`src/rtl/ov7670_cfg_pkg.sv`:
```
// Shared constants, FSM state type and the fixed OV7670 register table
// streamed by ov7670_sccb_config.
package ov7670_cfg_pkg;

  localparam logic [7:0] SCCB_ID   = 8'h42;
  localparam logic [7:0] CFG_END   = 8'hFF;
  localparam logic [7:0] CFG_DELAY = 8'hF0;

  typedef enum logic [2:0] {
    ST_IDLE, ST_LOAD, ST_START, ST_BIT, ST_STOP, ST_GAP, ST_DELAY, ST_DONE
  } state_e;

  // Entry = {addr, data}; the table must hit CFG_END before index 31.
  function automatic logic [15:0] cfg_entry(input logic [4:0] idx);
    logic [15:0] e;
    case (idx)
      5'd0:    e = 16'h1280;
      5'd1:    e = 16'hF000;
      5'd2:    e = 16'h1214;
      5'd3:    e = 16'h40D0;
      5'd4:    e = 16'h1101;
      5'd5:    e = 16'h3A04;
      default: e = 16'hFFFF;
    endcase
    return e;
  endfunction

endpackage

```
`src/rtl/sccb_qtick.sv`:
```
// SCL quarter-period divider: pulses qtick once every QTR_DIV enabled cycles
// while run is high; clr restarts the count.
module sccb_qtick #(
  parameter int QTR_DIV = 62
) (
  input  logic clk,
  input  logic rst_n,
  input  logic ena,
  input  logic clr,
  input  logic run,
  output logic qtick
);
  localparam int CW = (QTR_DIV > 1) ? $clog2(QTR_DIV) : 1;

  logic [CW-1:0] cnt_q, cnt_d;

  // qtick must not depend on clr: clr is derived from the FSM's next state.
  assign qtick = ena && run && (cnt_q == CW'(QTR_DIV - 1));

  always_comb begin
    cnt_d = cnt_q;
    if (ena) begin
      if (clr || qtick) cnt_d = '0;
      else if (run)     cnt_d = cnt_q + 1'b1;
    end
  end

  always_ff @(posedge clk or negedge rst_n) begin
    if (!rst_n) cnt_q <= '0;
    else        cnt_q <= cnt_d;
  end

endmodule

```
`src/rtl/ov7670_sccb_config.sv`:
```
// Streams the OV7670 configuration table over SCCB (3-phase writes) after
// start or, with AUTO_START, straight out of reset.
//
// state    | meaning
// IDLE     | after reset, waiting for start (or auto start)
// LOAD     | fetch table entry idx, decode end/delay markers
// START    | 2 quarters: SDA falls while SCL high
// BIT      | 27 slots x 4 quarters, ACK slots at 8/17/26
// STOP     | 3 quarters: SDA rises while SCL high
// GAP      | GAP_QTRS idle quarters between writes
// DELAY    | DELAY_CYC idle cycles
// DONE     | table finished, waiting for start
module ov7670_sccb_config
  import ov7670_cfg_pkg::*;
#(
  parameter int QTR_DIV    = 62,
  parameter int GAP_QTRS   = 8,
  parameter int DELAY_CYC  = 250000,
  parameter int AUTO_START = 1
) (
  input  logic       clk,
  input  logic       rst_n,
  input  logic       ena,
  input  logic       start,
  input  logic       sio_d_in,
  output logic       sio_c,
  output logic       sio_d_oe,
  output logic       busy,
  output logic       done,
  output logic       nack,
  output logic [4:0] idx
);
  localparam int QW = (GAP_QTRS > 4) ? $clog2(GAP_QTRS) : 2;
  localparam int DW = (DELAY_CYC > 2) ? $clog2(DELAY_CYC) : 1;

  state_e        state_q, state_d;
  logic [QW-1:0] qtr_q, qtr_d;
  logic [4:0]    bit_q, bit_d;
  logic [26:0]   shreg_q, shreg_d;
  logic [DW-1:0] dly_q, dly_d;
  logic [4:0]    idx_q, idx_d;
  logic          busy_q, busy_d, done_q, done_d, nack_q, nack_d;
  logic          sio_c_q, sio_c_d, sio_d_oe_q, sio_d_oe_d;
  logic [15:0]   entry;
  logic          qtick, q_run, q_clr, ack_q, ack_d;

  assign q_run = state_q inside {ST_START, ST_BIT, ST_STOP, ST_GAP};
  assign q_clr = (state_d != state_q) && (state_d inside {ST_START, ST_BIT, ST_STOP, ST_GAP});
  assign ack_q = (bit_q == 5'd8) || (bit_q == 5'd17) || (bit_q == 5'd26);
  assign ack_d = (bit_d == 5'd8) || (bit_d == 5'd17) || (bit_d == 5'd26);

  sccb_qtick #(.QTR_DIV(QTR_DIV)) u_qtick (
    .clk   (clk),
    .rst_n (rst_n),
    .ena   (ena),
    .clr   (q_clr),
    .run   (q_run),
    .qtick (qtick)
  );

  always_comb begin
    state_d = state_q;
    qtr_d   = qtr_q;
    bit_d   = bit_q;
    shreg_d = shreg_q;
    dly_d   = dly_q;
    idx_d   = idx_q;
    busy_d  = busy_q;
    done_d  = done_q;
    nack_d  = nack_q;
    entry   = cfg_entry(idx_q);
    if (ena) begin
      unique case (state_q)
        ST_IDLE, ST_DONE: begin
          if (start || (state_q == ST_IDLE && AUTO_START != 0)) begin
            state_d = ST_LOAD;
            idx_d   = '0;
            done_d  = 1'b0;
            nack_d  = 1'b0;
            busy_d  = 1'b1;
          end
        end
        ST_LOAD: begin
          qtr_d = '0;
          bit_d = '0;
          if (entry[15:8] == CFG_END) begin
            state_d = ST_DONE;
            busy_d  = 1'b0;
            done_d  = 1'b1;
          end else if (entry[15:8] == CFG_DELAY) begin
            state_d = ST_DELAY;
            dly_d   = DW'(DELAY_CYC - 1);
          end else begin
            state_d = ST_START;
            // ACK slots hold 1 so the bus is released there.
            shreg_d = {SCCB_ID, 1'b1, entry[15:8], 1'b1, entry[7:0], 1'b1};
          end
        end
        ST_START: if (qtick) begin
          if (qtr_q == QW'(1)) begin
            state_d = ST_BIT;
            qtr_d   = '0;
          end else qtr_d = qtr_q + 1'b1;
        end
        ST_BIT: if (qtick) begin
          if (qtr_q == QW'(2) && ack_q && sio_d_in) nack_d = 1'b1;
          if (qtr_q == QW'(3)) begin
            qtr_d = '0;
            if (bit_q == 5'd26) state_d = ST_STOP;
            else begin
              bit_d   = bit_q + 5'd1;
              shreg_d = {shreg_q[25:0], 1'b0};
            end
          end else qtr_d = qtr_q + 1'b1;
        end
        ST_STOP: if (qtick) begin
          if (qtr_q == QW'(2)) begin
            state_d = ST_GAP;
            qtr_d   = '0;
          end else qtr_d = qtr_q + 1'b1;
        end
        ST_GAP: if (qtick) begin
          if (qtr_q == QW'(GAP_QTRS - 1)) begin
            state_d = ST_LOAD;
            idx_d   = idx_q + 5'd1;
          end else qtr_d = qtr_q + 1'b1;
        end
        ST_DELAY: begin
          if (dly_q == '0) begin
            state_d = ST_LOAD;
            idx_d   = idx_q + 5'd1;
          end else dly_d = dly_q - 1'b1;
        end
        default: state_d = ST_IDLE;
      endcase
    end

    // Bus levels follow the next state so the pins are registered, glitch-free.
    sio_c_d    = 1'b1;
    sio_d_oe_d = 1'b0;
    case (state_d)
      ST_START: sio_d_oe_d = (qtr_d == QW'(1));
      ST_BIT: begin
        sio_c_d    = qtr_d[1];
        sio_d_oe_d = ack_d ? 1'b0 : ~shreg_d[26];
      end
      ST_STOP: begin
        sio_c_d    = (qtr_d != '0);
        sio_d_oe_d = (qtr_d != QW'(2));
      end
      default: ;
    endcase
  end

  always_ff @(posedge clk or negedge rst_n) begin
    if (!rst_n) begin
      state_q    <= ST_IDLE;
      qtr_q      <= '0;
      bit_q      <= '0;
      shreg_q    <= '0;
      dly_q      <= '0;
      idx_q      <= '0;
      busy_q     <= 1'b0;
      done_q     <= 1'b0;
      nack_q     <= 1'b0;
      sio_c_q    <= 1'b1;
      sio_d_oe_q <= 1'b0;
    end else begin
      state_q    <= state_d;
      qtr_q      <= qtr_d;
      bit_q      <= bit_d;
      shreg_q    <= shreg_d;
      dly_q      <= dly_d;
      idx_q      <= idx_d;
      busy_q     <= busy_d;
      done_q     <= done_d;
      nack_q     <= nack_d;
      sio_c_q    <= sio_c_d;
      sio_d_oe_q <= sio_d_oe_d;
    end
  end

  assign sio_c    = sio_c_q;
  assign sio_d_oe = sio_d_oe_q;
  assign busy     = busy_q;
  assign done     = done_q;
  assign nack     = nack_q;
  assign idx      = idx_q;

endmodule

```
`config.mk`:
```
export PLATFORM = sky130hd
export DESIGN_NAME = ov7670_sccb_config
export DESIGN_NICKNAME = d
export VERILOG_FILES = /design/src/rtl/ov7670_cfg_pkg.sv /design/src/rtl/sccb_qtick.sv /design/src/rtl/ov7670_sccb_config.sv
export SDC_FILE = /design/constraint.sdc
export NUM_CORES = 1
export LEC_CHECK = 0
export ABC_AREA = 1
export CAP_MARGIN = 20
export CORE_MARGIN = 1.5
export CORE_UTILIZATION = 62
export CTS_CLUSTER_SIZE = 40
export DETAILED_ROUTE_END_ITERATION = 10
export PLACE_DENSITY = 0.91
export SLEW_MARGIN = 20
export SYNTH_ARGS = -nofsm -noshare
export SYNTH_HDL_FRONTEND = slang
export SYNTH_SLANG_ARGS = --single-unit
```
`constraint.sdc`:
```
create_clock -name clk -period 2.8 [get_ports clk]
set_input_delay 0.56 -clock clk [delete_from_list [all_inputs] [get_ports clk]]
set_output_delay 0.56 -clock clk [all_outputs]
set_load 0.01 [all_outputs]
```
* Word-level counts from Yosys, hierarchy flattened
Index checks and enable logic that the tools add are counted. W data, S select, Z words.
Storage, ports and cells: register bits 72, input bits 5, output and inout port bits 10
Cells by class: add/subtract/negate cells 5, bitwise logic cells 1, muxes and demuxes 61, equality and inequality tests 45, reduce and logical (&&, ||, !) cells 30
Operators by type and width (count):
- $mux W27 | 6
- $pmux W16 S6 | 1
- $mux W3 | 23
- $mux W18 | 3
- $pmux W27 S2 | 1
- $mux W5 | 8
- $pmux W18 S2 | 1
- $eq A3 B3 Y1 const B | 7
- $pmux W3 S7 | 1
- $eq A5 B5 Y1 const B | 4
- $eq A3 B2 Y1 const B | 6
- $logic_not A18 Y1 | 1
- $sub A18 B1 Y18 const B | 1
- $eq A8 B8 Y1 const B | 2
- $ne A2 B2 Y1 const B | 8
- $pmux W3 S5 | 1
- $pmux W5 S3 | 1
- $mux W6 | 2
- $add A5 B1 Y5 const B | 2
- $eq A5 B2 Y1 const B | 2
- $eq A5 B3 Y1 const B | 2
- $eq A5 B4 Y1 const B | 2
- $ne A2 B1 Y1 const B | 5
- $pmux W5 S2 | 1
- other kinds (24) | 51

* Longest topological paths before layout
Gate-level depths: netlist (run 1).
word-level depth 13, mapped depth 19, depth with buffers taken out 19

* Modules after synthesis
From an unflattened synthesis (run 1), not the netlist that was laid out.
Unflattened totals: cells, all modules 625, area, all modules 4670.7 um^2
Modules (own cells, without submodules):
- ov7670_sccb_config | cells an instance 569, seq. area each 1652.8 um^2, area each 4245.3 um^2, instances 1
- sccb_qtick | cells an instance 56, seq. area each 150.1 um^2, area each 425.4 um^2, instances 1

* Worst setup path after synthesis (run 1)
OpenSTA, ideal clock, no wires.
path type register to register, from register idx_q[0], in the netlist idx[0], to register dly_q[12], period minus slack after synthesis 2.159 ns, arrival 2.033 ns, cell stages (with the launch flop) 16, setup slack 0.641 ns, library setup time 0.126 ns, cells stage by stage dfrtp_1 inv_1 ha_1 inv_1 nor2_1 o21ai_0 nand2_1 nand4_1 nand2_1 nand2_4 nor3_4 nand2_4 nor2_8 nand3_1 nand2_1 nand3_1
Between the ends: longest elaborated chain between the ends 5, elaborated cells on any way between the ends 12
Ends and longest elaborated chain:
- start: declaration | RTL line ov7670_sccb_config.sv:41 | logic [4:0] idx_q, idx_d;
- start signal: assignment | RTL line ov7670_sccb_config.sv:174 | idx_q <= idx_d;
- $eq A5 B3 Y1, or another cell as far along | RTL line ov7670_cfg_pkg.sv:16 | case (idx)
- $pmux W16 S6 (*) | RTL line ov7670_cfg_pkg.sv:16
- $eq A8 B8 Y1, on equally long branches | RTL line ov7670_sccb_config.sv:90, ov7670_sccb_config.sv:86
- $ne A2 B2 Y1 (no line)
- $reduce_and A5 Y1 (no line) (*)
- end signal: assignment | RTL line ov7670_sccb_config.sv:173 | dly_q <= dly_d;
- end: declaration | RTL line ov7670_sccb_config.sv:40 | logic [DW-1:0] dly_q, dly_d;
Mark *: on every way between the ends. The rest lies on a longest branch, timed or not. A chain may end at the register's enable or synchronous reset.

* Worst setup path in the final report (run 1)
from register idx_q[0], in the netlist idx[0], to register dly_q[17]
Same word-level chain as after synthesis.

==> metrics.log, run 1 <==
INFO  metric yosys.cell_types.count = 46
INFO  metric vias_per_cell = 5.67
INFO  metric dp_hpwl = 7.97 mm
INFO  metric fmax_achieved = 0.391 GHz
INFO  metric floorplan.initialDensity = 63.9%
INFO  metric timing.critical_path.fanout_max = 8
INFO  metric cts.htree.levels = 3
INFO  metric intPower = 2510 uW
INFO  metric worstSetupPathType = reg2reg
INFO  metric final_layout_size_suffix_gt1_share = 13.3%
INFO  metric filler_cell_count = 570
INFO  metric final-max-slew-violation-count = 0
INFO  metric most_used_flip_flop_cell_after_synthesis = sky130_fd_sc_hd__dfrtp_1
INFO  metric worstPathArrival = 2.78 ns
INFO  metric synth_enable_flop_cells = 0
INFO  metric hold_viol = 0
INFO  metric mappedNetlistArea = 0.00463 sq mm
INFO  metric placeableCoreArea = 0.00725 sq mm
INFO  metric tritoncts.num_buffers = 9
INFO  metric max_cap_viol_count = 0
INFO  metric dieWidth = 89.5 um
INFO  metric design.final.nets = 659
INFO  metric global_placement_routability_congestion = 0.990
INFO  metric layout.cell_area.non_filler = 0.00514 sq mm
INFO  metric drt-total-wl = 10.9 mm
INFO  metric power.share.switching = 48.6%
INFO  metric antenna_found_initial = 0
INFO  metric layout_min_cycle_time = 2.56 ns
INFO  metric power.static_leakage = 0.00246 uW
INFO  metric yosys_register_bits = 72
INFO  metric row_count = 31
INFO  metric drc = 0
INFO  metric worst_slew_margin_relative_to_its_limit = 69.1%
INFO  metric p_switching = 2380 uW
INFO  metric clock_tree_from_tritoncts = done
INFO  metric totalNegativeSetupSlack = 0 ns
INFO  metric synthesized_netlist_net_count = 629
INFO  metric postSynthCellCount = 606
INFO  metric maximum_number_of_pins_on_one_net_before_global_route_repair = 73
INFO  metric io_buffers = 14
INFO  metric drt_iter0_drc = 297
INFO  metric post-cts-setup-buffer-count = 0
INFO  metric number_of_antenna_diodes = 0
INFO  metric required = 3.03 ns
INFO  metric unrepaired_setup_endpoints_after_global_routing = false
INFO  metric antenna_violating_nets_post_route = 0
INFO  metric postSynthAreaPerCell = 7.65 sq um
INFO  metric number_of_global_route_vias_before_repair = 4070
INFO  metric global_route_usage_over_all_layers = 29.3%
INFO  metric cts.root.buffer_cell = sky130_fd_sc_hd__clkbuf_8
INFO  metric fp.dieArea = 0.00800 sq mm
INFO  metric global_route_wire_length_before_repair = 18.1 mm
INFO  metric max_slew.worst_pin.slew = 0.460 ns
INFO  metric syn2layout_area_growth = 10.9%
INFO  metric floorplan.io_pins = 15
INFO  metric firstDrtPassIters = 5
INFO  metric endpoint_kind = flip-flop
INFO  metric ctsLongestPathBuffers = 2
INFO  metric route.vias.total = 4194
INFO  metric sequential_fraction_of_the_synthesis_area = 38.9%
INFO  metric outcome = finished, final reports clean
INFO  metric seqCellArea = 0.00180 sq mm
INFO  metric worstSetupStartpointType = flip-flop
INFO  metric setup_viol = 0
INFO  metric clock_sinks = 72
INFO  metric vdd_drop_max = 0.471 mV
INFO  metric hold_class = in2async
INFO  metric route.detailed.wl_per_inst = 14.7 um
INFO  metric synthArstFlopShare = 100%
INFO  metric synth-warning-count = 0
INFO  metric die_height = 89.5 um
INFO  metric power.density_cell_area = 951 mW/mm^2
INFO  metric power_frac_comb = 50.6%
INFO  metric clk_pin_slew = 0.09 ns
INFO  metric clock_latency_reported_for_the_late_side_of_the_worst_skew_pair = 0.36 ns
INFO  metric largest_clock_skew_in_the_final_design = 0.0109 ns
INFO  metric grt.overflow.total = 0
INFO  metric area_used_by_multi_input_combinational_logic = 0.00244 sq mm
INFO  metric p_clk_share = 16.2%
INFO  metric timing.final.crit_share = 91.3%
INFO  metric area_after_detailed_placement = 0.00495 sq mm
INFO  metric seqPwrFrac = 33.2%
INFO  metric cts-resized-gates = 0
INFO  metric postCtsHoldBufs = 0
==> flip-flops by register name, indices dropped and copies added, names as in the netlist, 3 cells and up <==
signal         count
state_q            3
u_qtick.cnt_q      6
shreg_q           27
qtr_q              3
idx                5
dly_q             18
bit_q              5
==> cell type report <==
cell class                      count  area share (%)
Tap cell                           99            2.41
Inverter                           94            7.01
Timing Repair Buffer               25            4.48
Clock inverter                      7            1.17
Clock buffer                        9            2.41
Multi-Input combinational cell    434            47.4
Sequential cell                    72            35.1
==> critical path, cell delays in order (launching register included) <==
cell and delay [ns]:
sky130_fd_sc_hd__dfrtp_1 0.44, sky130_fd_sc_hd__inv_1 0.14, sky130_fd_sc_hd__ha_1 0.20, sky130_fd_sc_hd__inv_1 0.06
sky130_fd_sc_hd__nor2_1 0.15, sky130_fd_sc_hd__o21ai_1 0.11, sky130_fd_sc_hd__nand2_1 0.16, sky130_fd_sc_hd__nand4_1 0.15
sky130_fd_sc_hd__nand2_1 0.19, sky130_fd_sc_hd__nand2_4 0.13, sky130_fd_sc_hd__nor2_4 0.13, sky130_fd_sc_hd__nand2_1 0.09
sky130_fd_sc_hd__nor3_2 0.22, sky130_fd_sc_hd__nand3_1 0.11, sky130_fd_sc_hd__nand2_1 0.07, sky130_fd_sc_hd__nand3_1 0.06
==> worst paths after layout <==
check	start	endpoint	slack [ns]	cells past startpoint
worst max-delay path	idx[0]$_DFFE_PN0P_	dly_q[17]$_DFFE_PN0P_	0.24	15
worst min-delay path	rst_n	shreg_q[6]$_DFFE_PN0P_	0.20	2
worst max register to register	idx[0]$_DFFE_PN0P_	dly_q[17]$_DFFE_PN0P_	0.24	15
worst min register to register	shreg_q[11]$_DFFE_PN0P_	shreg_q[11]$_DFFE_PN0P_	0.49	2
max in group asynchronous	rst_n	sio_c$_DFF_PN1_	2.23	2
min in group clk	shreg_q[11]$_DFFE_PN0P_	shreg_q[11]$_DFFE_PN0P_	0.49	2
==> cells in the mapped netlist (3+ instances only) <==
| cell type | count | area [sq um] |
|---|---|---|
| sky130_fd_sc_hd__nor3_1 | 11 | 55.1 |
| sky130_fd_sc_hd__a21oi_1 | 23 | 115 |
| sky130_fd_sc_hd__nand3b_1 | 4 | 30.0 |
| sky130_fd_sc_hd__nor2_4 | 5 | 56.3 |
| sky130_fd_sc_hd__nand2_4 | 9 | 101 |
| sky130_fd_sc_hd__nor2_2 | 6 | 37.5 |
| sky130_fd_sc_hd__o221ai_1 | 3 | 26.3 |
| sky130_fd_sc_hd__nand2_1 | 125 | 469 |
| sky130_fd_sc_hd__o21ai_1 | 7 | 35.0 |
| sky130_fd_sc_hd__inv_1 | 86 | 323 |
| sky130_fd_sc_hd__nand4_1 | 7 | 43.8 |
| sky130_fd_sc_hd__o211ai_1 | 6 | 45.0 |
| sky130_fd_sc_hd__o21ai_0 | 52 | 260 |
| sky130_fd_sc_hd__ha_1 | 18 | 225 |
| sky130_fd_sc_hd__nand2_2 | 10 | 62.6 |
| sky130_fd_sc_hd__nor2_1 | 63 | 236 |
| sky130_fd_sc_hd__xor2_1 | 6 | 52.6 |
| sky130_fd_sc_hd__nand3_1 | 42 | 210 |
| sky130_fd_sc_hd__dfrtp_1 | 71 | 1780 |
| sky130_fd_sc_hd__a21oi_4 | 3 | 48.8 |
| sky130_fd_sc_hd__buf_2 | 5 | 25.0 |
| sky130_fd_sc_hd__inv_2 | 6 | 22.5 |
| sky130_fd_sc_hd__a22oi_1 | 4 | 30.0 |
| sky130_fd_sc_hd__o22ai_1 | 9 | 56.3 |
==> logic make-up (layout without fill, tap and decap cells) <==
| kind of cell | count (synthesis) | in the layout | share of synthesized area (%) |
|---|---|---|---|
| xor+xnor | 7 | 7 | 1.32 |
| flops | 72 | 72 | 38.9 |
| buf+inv | 100 | 135 | 8.56 |
| simple gates | 294 | 294 | 31.4 |
| fa+ha+maj | 18 | 18 | 4.86 |
| compound gates | 115 | 115 | 15.0 |
==> cells in the final DEF (no fill, tap or decap), types with 5 or more instances in the layout <==
master / n
sky130_fd_sc_hd__a21oi_1: 23
sky130_fd_sc_hd__buf_4: 10
sky130_fd_sc_hd__clkbuf_8: 9
sky130_fd_sc_hd__clkdlybuf4s50_1: 13
sky130_fd_sc_hd__dfrtp_1: 71
sky130_fd_sc_hd__ha_1: 18
sky130_fd_sc_hd__inv_1: 86
sky130_fd_sc_hd__inv_2: 6
sky130_fd_sc_hd__nand2_1: 125
sky130_fd_sc_hd__nand2_2: 10
sky130_fd_sc_hd__nand2_4: 9
sky130_fd_sc_hd__nand3_1: 42
sky130_fd_sc_hd__nand4_1: 7
sky130_fd_sc_hd__nor2_1: 62
sky130_fd_sc_hd__nor2_2: 7
sky130_fd_sc_hd__nor2_4: 5
sky130_fd_sc_hd__nor3_1: 11
sky130_fd_sc_hd__o211ai_1: 6
sky130_fd_sc_hd__o21ai_0: 51
sky130_fd_sc_hd__o21ai_1: 8
sky130_fd_sc_hd__o22ai_1: 9
sky130_fd_sc_hd__xor2_1: 6
==> power groups by stage <==
stage / registers (uW) / logic (uW) / clock network (uW)
after floorplan: 1580 / 1770 / 0
after global placement: 1610 / 2300 / 0
after detailed placement: 1630 / 2380 / 0
after CTS: 1620 / 2420 / 798
after global routing: 1660 / 2750 / 843
final: 1620 / 2470 / 793
==> through the flow <==
stage / worst slack, ns / power, uW / hold WS (ns) / instances / utilization [%]
after floorplan: 0.641 / 3360 / 0.264 / 606 / -
after global placement: 0.0500 / 3920 / 0.455 / 724 / 68.3
after detailed placement: 0.00937 / 4020 / 0.470 / 724 / 68.3
after CTS: 0.244 / 4830 / 0.229 / 740 / 70.8
after global routing: 0.0145 / 5260 / 0.236 / 740 / 70.8
final: 0.244 / 4890 / 0.196 / 740 / 70.8
==> layer usage <==
metal  part of all wire (%)  GRT usage, %  wire length (um)
met4                    2.0          10.5               218
met2                     49          50.4              5350
met3                    5.2          5.08               560
met1                     44          37.3              4740
met5                      0             0                 0
No activity file was read; power rests on OpenSTA's default activity.
==> run 2, diff against run 1 <==
CTS_CLUSTER_SIZE = 25   (was 40)
==> results of run 2 <==
Final layout, timing and power as in run 1 (identical DEF).
